File: src/rtl/data_bus_timer_pkg.sv
// Shared register-map constants and bus types for the data-bus timer.
package data_bus_timer_pkg;

  localparam int REG_BUS_W = 32;
  typedef logic [REG_BUS_W-1:0] reg_bus_t;

  typedef enum logic [1:0] {
    TMR_COUNT   = 2'd0,
    TMR_COMPARE = 2'd1,
    TMR_CTRL    = 2'd2,
    TMR_STATUS  = 2'd3
  } tmr_reg_e;

  localparam int CTRL_EN     = 0;
  localparam int CTRL_AUTO   = 1;
  localparam int CTRL_IE     = 2;
  localparam int STATUS_PEND = 0;

  localparam reg_bus_t CTRL_MASK = 32'h0000_0007;
  // The register window is 16 bytes, so only addr[31:4] takes part in decode.
  localparam reg_bus_t WIN_MASK  = 32'hFFFF_FFF0;

endpackage

File: src/rtl/data_bus_timer_bus_byte_merge.sv
// Combinational byte-lane merge: lane k takes new data when sel_i[k] is set.
module data_bus_timer_bus_byte_merge
  import data_bus_timer_pkg::*;
(
  input  logic [REG_BUS_W-1:0]   old_i,
  input  logic [REG_BUS_W-1:0]   new_i,
  input  logic [REG_BUS_W/8-1:0] sel_i,
  output logic [REG_BUS_W-1:0]   merged_o
);

  always_comb begin
    merged_o = old_i;
    for (int k = 0; k < REG_BUS_W/8; k++) begin
      if (sel_i[k]) merged_o[8*k +: 8] = new_i[8*k +: 8];
    end
  end

endmodule

File: src/rtl/data_bus_timer.sv
// Zero-wait-state memory-mapped timer: prescaled 32-bit counter, compare, match flag and level IRQ.
module data_bus_timer
  import data_bus_timer_pkg::*;
#(
  parameter logic [31:0] BASE_ADDR = 32'h1000_0000,
  parameter int unsigned PRESCALE  = 16
) (
  input  logic                 clk,
  input  logic                 rst,
  input  logic                 ce,
  input  logic                 we,
  input  logic [31:0]          addr,
  input  logic [3:0]           sel,
  input  logic [REG_BUS_W-1:0] data_i,
  output logic [REG_BUS_W-1:0] data_o,
  output logic                 timer_int_o
);

  localparam logic [15:0] PS_LAST = 16'(PRESCALE - 1);

  logic     hit;
  logic     wr_en;
  tmr_reg_e reg_sel;

  logic [15:0] prescaler_q, prescaler_d;
  reg_bus_t    count_q, count_d;
  reg_bus_t    compare_q, compare_d;
  reg_bus_t    ctrl_q, ctrl_d;
  logic        pend_q, pend_d;
  logic        timer_int_q;

  logic     tick;
  logic     match;
  logic     pend_clr;
  reg_bus_t count_tick;
  reg_bus_t count_merged;
  reg_bus_t compare_merged;
  reg_bus_t ctrl_merged;

  assign hit     = ce & ~rst & ((addr & WIN_MASK) == (BASE_ADDR & WIN_MASK));
  assign wr_en   = hit & we;
  assign reg_sel = tmr_reg_e'(addr[3:2]);

  assign tick  = ctrl_q[CTRL_EN] & (prescaler_q == PS_LAST);
  assign match = tick & (count_q == compare_q);

  always_comb begin
    count_tick = count_q;
    if (tick) begin
      if (match && ctrl_q[CTRL_AUTO]) count_tick = '0;
      else                            count_tick = count_q + 32'd1;
    end
  end

  // COUNT merges over the tick result so unwritten lanes still advance.
  data_bus_timer_bus_byte_merge u_merge_count (
    .old_i    (count_tick),
    .new_i    (data_i),
    .sel_i    (sel),
    .merged_o (count_merged)
  );

  data_bus_timer_bus_byte_merge u_merge_compare (
    .old_i    (compare_q),
    .new_i    (data_i),
    .sel_i    (sel),
    .merged_o (compare_merged)
  );

  data_bus_timer_bus_byte_merge u_merge_ctrl (
    .old_i    (ctrl_q),
    .new_i    (data_i),
    .sel_i    (sel),
    .merged_o (ctrl_merged)
  );

  always_comb begin
    count_d   = count_tick;
    compare_d = compare_q;
    ctrl_d    = ctrl_q;
    pend_clr  = 1'b0;
    if (wr_en) begin
      case (reg_sel)
        TMR_COUNT:   count_d   = count_merged;
        TMR_COMPARE: compare_d = compare_merged;
        TMR_CTRL:    ctrl_d    = ctrl_merged & CTRL_MASK;
        TMR_STATUS:  pend_clr  = sel[0] & data_i[STATUS_PEND];
      endcase
    end
    // A new match beats a simultaneous write-1-to-clear.
    pend_d = match | (pend_q & ~pend_clr);
    if (!ctrl_q[CTRL_EN] || !ctrl_d[CTRL_EN] || tick) prescaler_d = '0;
    else                                              prescaler_d = prescaler_q + 16'd1;
  end

  always_comb begin
    data_o = '0;
    if (hit && !we) begin
      case (reg_sel)
        TMR_COUNT:   data_o = count_q;
        TMR_COMPARE: data_o = compare_q;
        TMR_CTRL:    data_o = ctrl_q;
        TMR_STATUS:  data_o = {{(REG_BUS_W-1){1'b0}}, pend_q};
      endcase
    end
  end

  always_ff @(posedge clk or posedge rst) begin
    if (rst) begin
      prescaler_q <= '0;
      count_q     <= '0;
      compare_q   <= 32'hFFFF_FFFF;
      ctrl_q      <= '0;
      pend_q      <= 1'b0;
      timer_int_q <= 1'b0;
    end else begin
      prescaler_q <= prescaler_d;
      count_q     <= count_d;
      compare_q   <= compare_d;
      ctrl_q      <= ctrl_d;
      pend_q      <= pend_d;
      timer_int_q <= pend_q & ctrl_q[CTRL_IE];
    end
  end

  assign timer_int_o = timer_int_q;

endmodule

File: config.mk
export PLATFORM = sky130hd
export DESIGN_NAME = data_bus_timer
export DESIGN_NICKNAME = d
export VERILOG_FILES = /design/src/rtl/data_bus_timer_pkg.sv /design/src/rtl/data_bus_timer_bus_byte_merge.sv /design/src/rtl/data_bus_timer.sv
export SDC_FILE = /design/constraint.sdc
export NUM_CORES = 1
export LEC_CHECK = 0
export BUFFER_PORTS_ARGS = -buffer_cell sky130_fd_sc_hd__clkbuf_2
export CAP_MARGIN = 30
export CORE_MARGIN = 4
export CORE_UTILIZATION = 60
export CTS_CLUSTER_DIAMETER = 120
export DETAILED_ROUTE_END_ITERATION = 16
export GPL_TIMING_DRIVEN = 0
export PLACE_DENSITY_LB_ADDON = 0.2
export SLEW_MARGIN = 25
export SYNTH_ARGS = -nofsm -noshare
export SYNTH_HDL_FRONTEND = slang
export SYNTH_SLANG_ARGS = --single-unit
File: constraint.sdc
create_clock -name clk -period 3.8 [get_ports clk]
set_clock_uncertainty 0.05 [all_clocks]
set_input_delay 0.57 -clock clk [delete_from_list [all_inputs] [get_ports clk]]
set_output_delay 0.57 -clock clk [all_outputs]
set_load 0.03 [all_outputs]
; Yosys cells after proc, flatten, opt, wreduce, memory -nomap -nowiden
; Cells that the tools add are included.
[word_totals]
ff_bits = 85
latchBits = 0
mem_bits_rw = 0
romBits = 0
in_bits = 72
out_inout_bits = 33
word_cells = 58
mem_count = 0
[op_classes]
addsub = 2
multipliers = 0
div = 0
n_lt_le_gt_ge = 0
eq_ne = 6
shift = 0
n_mux = 16
bitwise = 11
n_reduce_logical = 13
[ops]
columns = operator, n
row1 = $mux W32, 5
row2 = $pmux W32 S4, 1
row3 = $add A32 B1 Y32 const B, 1
row4 = $eq A32 B32 Y1, 1
row5 = $mux W8, 4
row6 = $eq A28 B25 Y1 const B, 1
row7 = $add A16 B1 Y16 const B, 1
row8 = $eq A16 B4 Y1 const B, 1
row9 = $mux W16, 1
row10 = $reduce_and A3 Y1, 5
row11 = $and A1 B1 Y1, 8
row12 = $mux W1, 5
row13 = $eq A2 B2 Y1 const B, 2
row14 = $logic_not A1 Y1, 3
row15 = $eq A2 B1 Y1 const B, 1
row16 = $logic_and A1 B1 Y1, 2
row17 = $logic_not A2 Y1, 1
row18 = $logic_or A1 B1 Y1, 2
row19 = $not A1 Y1, 2
row20 = $or A1 B1 Y1, 1

; Depth between registers and ports, before layout
[depth]
word_depth = 9
mapped_depth = 8
mapped_depth_nobuf = 7

; By module
; Synthesis repeated with hierarchy kept, for this count alone.
[unflattened]
cells_unflattened = 674
hier_area_um2 = 7045.5
[by_module_without_submodules]
columns = mod, instances, cells_each, area_per_inst_um2
row1 = data_bus_timer, 1, 566, 5469.0
row2 = data_bus_timer_bus_byte_merge, 3, 36, 525.5

; Worst setup path before layout
; No wires, ideal clock.
[synth_path]
kind = input-to-output
from = in addr[26]
to = out data_o[21]
arrival_time_ns = 2.179
t_required_ns = 3.180
path_slack_ns = 1.001
cell_stages = 7
path_buffers = 2
cell_sequence = nor4b_1 nand4_1 nor3_1 nand2b_1 clkbuf_1 clkbuf_1 nor2_1
[synth_via]
elab_chain_len = 4
[synth_lines]
columns = element, line_no
row1 = start: declaration, data_bus_timer.sv:12  ; input logic [31:0] addr,
row2 = $eq A28 B25 Y1, data_bus_timer.sv:40  ; assign hit = ce & ~rst & ((addr & WIN_MASK) == (BASE_ADDR & WIN_MASK));
row3 = $and A1 B1 Y1, data_bus_timer.sv:40
row4 = $logic_and A1 B1 Y1, data_bus_timer.sv:98  ; if (hit && !we) begin
row5 = $mux W32, data_bus_timer.sv:98
row6 = end: declaration, data_bus_timer.sv:15  ; output logic [REG_BUS_W-1:0] data_o,
; Every way passes these cells.

; Final worst setup path
[layout_path]
from = in addr[5]
to = out data_o[24]
; Same word-level chain as after synthesis.

==> flow_metrics.py <==
metrics = {
    "yosys": {
        "syn_area_per_cell_um2": 10.1,
        "ys_ff_latch": 85,
        "ys_seq_area_frac": 0.412,
        "synth-edff-count": 0,
        "ys_warn_count": 0,
        "synthArstFlopShare": 1.00,
        "syn_area_um2": 5270,
        "ys.flop_type": "dfrtp_1",
        "synthesis.nets": 594,
        "synth_cell_types": 43,
        "synthCells": 520,
    },
    "drt": {
        "first_pass_iters": 6,
        "final_antenna_net_count": 0,
        "finalWirelength_um": 13700,
        "first_iter_violations": 262,
        "post_drt_wl_per_cell_um": 18.5,
        "drc": 0,
        "viasPerCell": 5.96,
        "num_vias": 4431,
    },
    "worst_setup_path": {
        "worstReg2RegEnd": "count_q[3]",
        "crit_path_end_kind": "output pin",
        "path_max_fanout": 10,
        "crit_required_ns": 3.18,
        "startpoint": "addr[5]",
        "worst_r2r_path_depth": 8,
        "r2r_slack_ns": 1.24,
        "path_class": "in2out",
        "start_kind": "input pin",
        "r2r_start": "count_q[10]",
        "cp.arrival_ns": 2.61,
        "crit_path_end": "data_o[24]",
    },
    "clocking": {
        "clk_pin_slew_ns": 0.10,
        "clk_latency_ns": 0.35,
        "htree_levels": 3,
        "hold_buffers": 0,
        "cts_setup_buffers": 0,
        "cts_root_buf": "clkbuf_8",
        "cts_buffers": 9,
        "cts_tree": "done",
        "cts.sinks": 85,
        "clockBufferDepth": 2,
        "cts_resized": 0,
    },
    "pwr": {
        "power_mw": 1.69,
        "p_per_area_nw_per_um2": 274,
        "irDropWorstVdd_mv": 0.233,
        "leakage_nw": 2.68,
    },
    "layout": {
        "regArea_um2": 2170,
        "syn2layout_area_growth_pct": 16.7,
        "drive_gt1_frac": 0.344,
        "fillCellCount": 630,
        "antenna_cells": 0,
        "final_util": 0.733,
        "finalNetCount": 708,
        "multi_input_area_um2": 2900,
    },
    "global_routing": {
        "grt_usage": 0.278,
        "grt_first_pass_wirelength_um": 22100,
        "overflow": 0,
        "grt_pass1_vias": 4398,
        "antenna_found_initial": 0,
        "grt_max_degree": 54,
    },
    "timing": {
        "grt_setup_unrepaired": "false",
        "tightest_slew_ns": 0.833,
        "report.final.slew_viol_count": 0,
        "clock.fmax_ghz": 0.310,
        "setup_viol": 0,
        "hold_slack_ns": 0.187,
        "period_minus_slack_ns": 3.23,
        "fin_crit_sh": 0.849,
        "finalHoldViolations": 0,
        "finalSetupTns_ns": 0,
        "relSlewSlack": 0.445,
    },
    "die": {
        "start_util": 0.628,
        "pin_count": 105,
        "coreArea_um2": 8380,
        "rows": 33,
        "die_w_um": 102,
        "dieHeight_um": 102,
        "die_area_um2": 10300,
    },
    "run_status": {
        "status": "finished clean",
    },
    "worst_hold_path": {
        "min-delay-path-class": "in2async",
    },
    "place": {
        "io_buffers": 102,
        "gp_congestion": 0.887,
        "dp_hpwl_um": 10400,
    },
    "run": {
        "cap_viol_max_count": 0,
    },
}
## stage by stage
step / worst slack (ns) / instances / area (um^2)
global route: 0.404 / 744 / 6140
global placement: 0.00821 / 727 / 5910
finish: 0.575 / 744 / 6140
floorplan: 1.00 / 520 / 5270
detailed placement: 0.614 / 728 / 5940
CTS: 0.600 / 744 / 6140
## power breakdown
| group | internal [mW] | switching (mW) |
|---|---|---|
| Combinational | 0.0465 | 0.0578 |
| Sequential | 0.906 | 0.00000000597 |
| Clock | 0.327 | 0.349 |
| Total | 1.28 | 0.407 |
## routing by layer
metal  GRT usage  vias up  share of wire
li1            -     2071              -
met1       0.362     2142           0.41
met2       0.474      183           0.50
met3      0.0365       35          0.057
met4       0.104        0          0.028
met5           0        -              0
## critical path: stages
cell	delay, ns
clkbuf_2	0.08
nor4b_1	0.31
nand4_1	0.19
nor3_1	0.30
nand2b_1	0.14
clkbuf_1	0.28
clkbuf_1	0.33
nor2_1	0.18
clkbuf_2	0.22
## layout by cell type, fill, tap and decap left out, types with 20 or more instances in the layout
master / synthesis / layout
dfrtp_1: 53 / 53
clkbuf_2: 1 / 103
nand2_1: 37 / 37
dfstp_2: 32 / 32
mux2_2: 36 / 36
nor2_1: 59 / 59
mux2i_1: 31 / 31
nor3_1: 21 / 21
nand3_1: 20 / 20
xnor2_1: 20 / 20
xor2_1: 56 / 56
## cells by family (layout without fill, tap and decap cells)
logic type / count (synthesis) / count (layout) / synth area share
AOI/OAI and AO/OA: 39 / 39 / 0.0582
DFF: 85 / 85 / 0.412
and+or+nand+nor: 215 / 215 / 0.221
adders and majority gates: 2 / 2 / 0.00475
xor gates and xnor gates: 76 / 76 / 0.126
buffers and inverters: 35 / 154 / 0.0373
muxes: 68 / 68 / 0.140
## cells in the mapped netlist, drive strengths merged, types with 2 or more instances
library cell  instances  area share
mux2                 36       0.077
buf                  20       0.026
nand4                16       0.020
a21oi                 2      0.0019
nor3                 23       0.024
inv                   7      0.0050
dfrtp                53        0.25
o21ai                 2      0.0019
nor4                 19       0.031
and4b                 4      0.0076
o31ai                20       0.029
nor4b                 2      0.0033
ha                    2      0.0048
xor2                 56       0.093
nand3                23       0.025
and4                  8       0.013
or3                   3      0.0036
nand2                37       0.026
a21o                 13       0.019
dfstp                32        0.16
xnor2                20       0.033
clkbuf                8      0.0059
and3                 12       0.014
mux2i                31       0.059
nor2                 60       0.044
nor2b                 4      0.0048
and2                  3      0.0036
## worst min path at each step
stage	start	end	slack, ns
2_1_floorplan	prescaler_q[0]	prescaler_q[0]	0.40
3_3_place_gp	prescaler_q[0]	prescaler_q[0]	0.42
3_5_place_dp	prescaler_q[0]	prescaler_q[0]	0.43
4_1_cts	rst	count_q[30]	0.19
5_1_grt	rst	count_q[25]	0.21
6_report	rst	count_q[30]	0.19
## cell type report
cell class / instances / area share
Buffer: 28 / 0.0277
Multi-Input combinational cell: 400 / 0.472
Timing Repair Buffer: 103 / 0.0876
Sequential cell: 85 / 0.353
Tap cell: 105 / 0.0214
Clock buffer: 10 / 0.0224
Clock inverter: 6 / 0.0112
Inverter: 7 / 0.00468
## registers in the layout, indices dropped and copies added (netlist names)
| signal | cells |
|---|---|
| compare_q | 32 |
| count_q | 32 |
| ctrl_q | 3 |
| pend_q | 1 |
| prescaler_q | 16 |
| timer_int_o | 1 |
(Power assumes the default switching activity.)
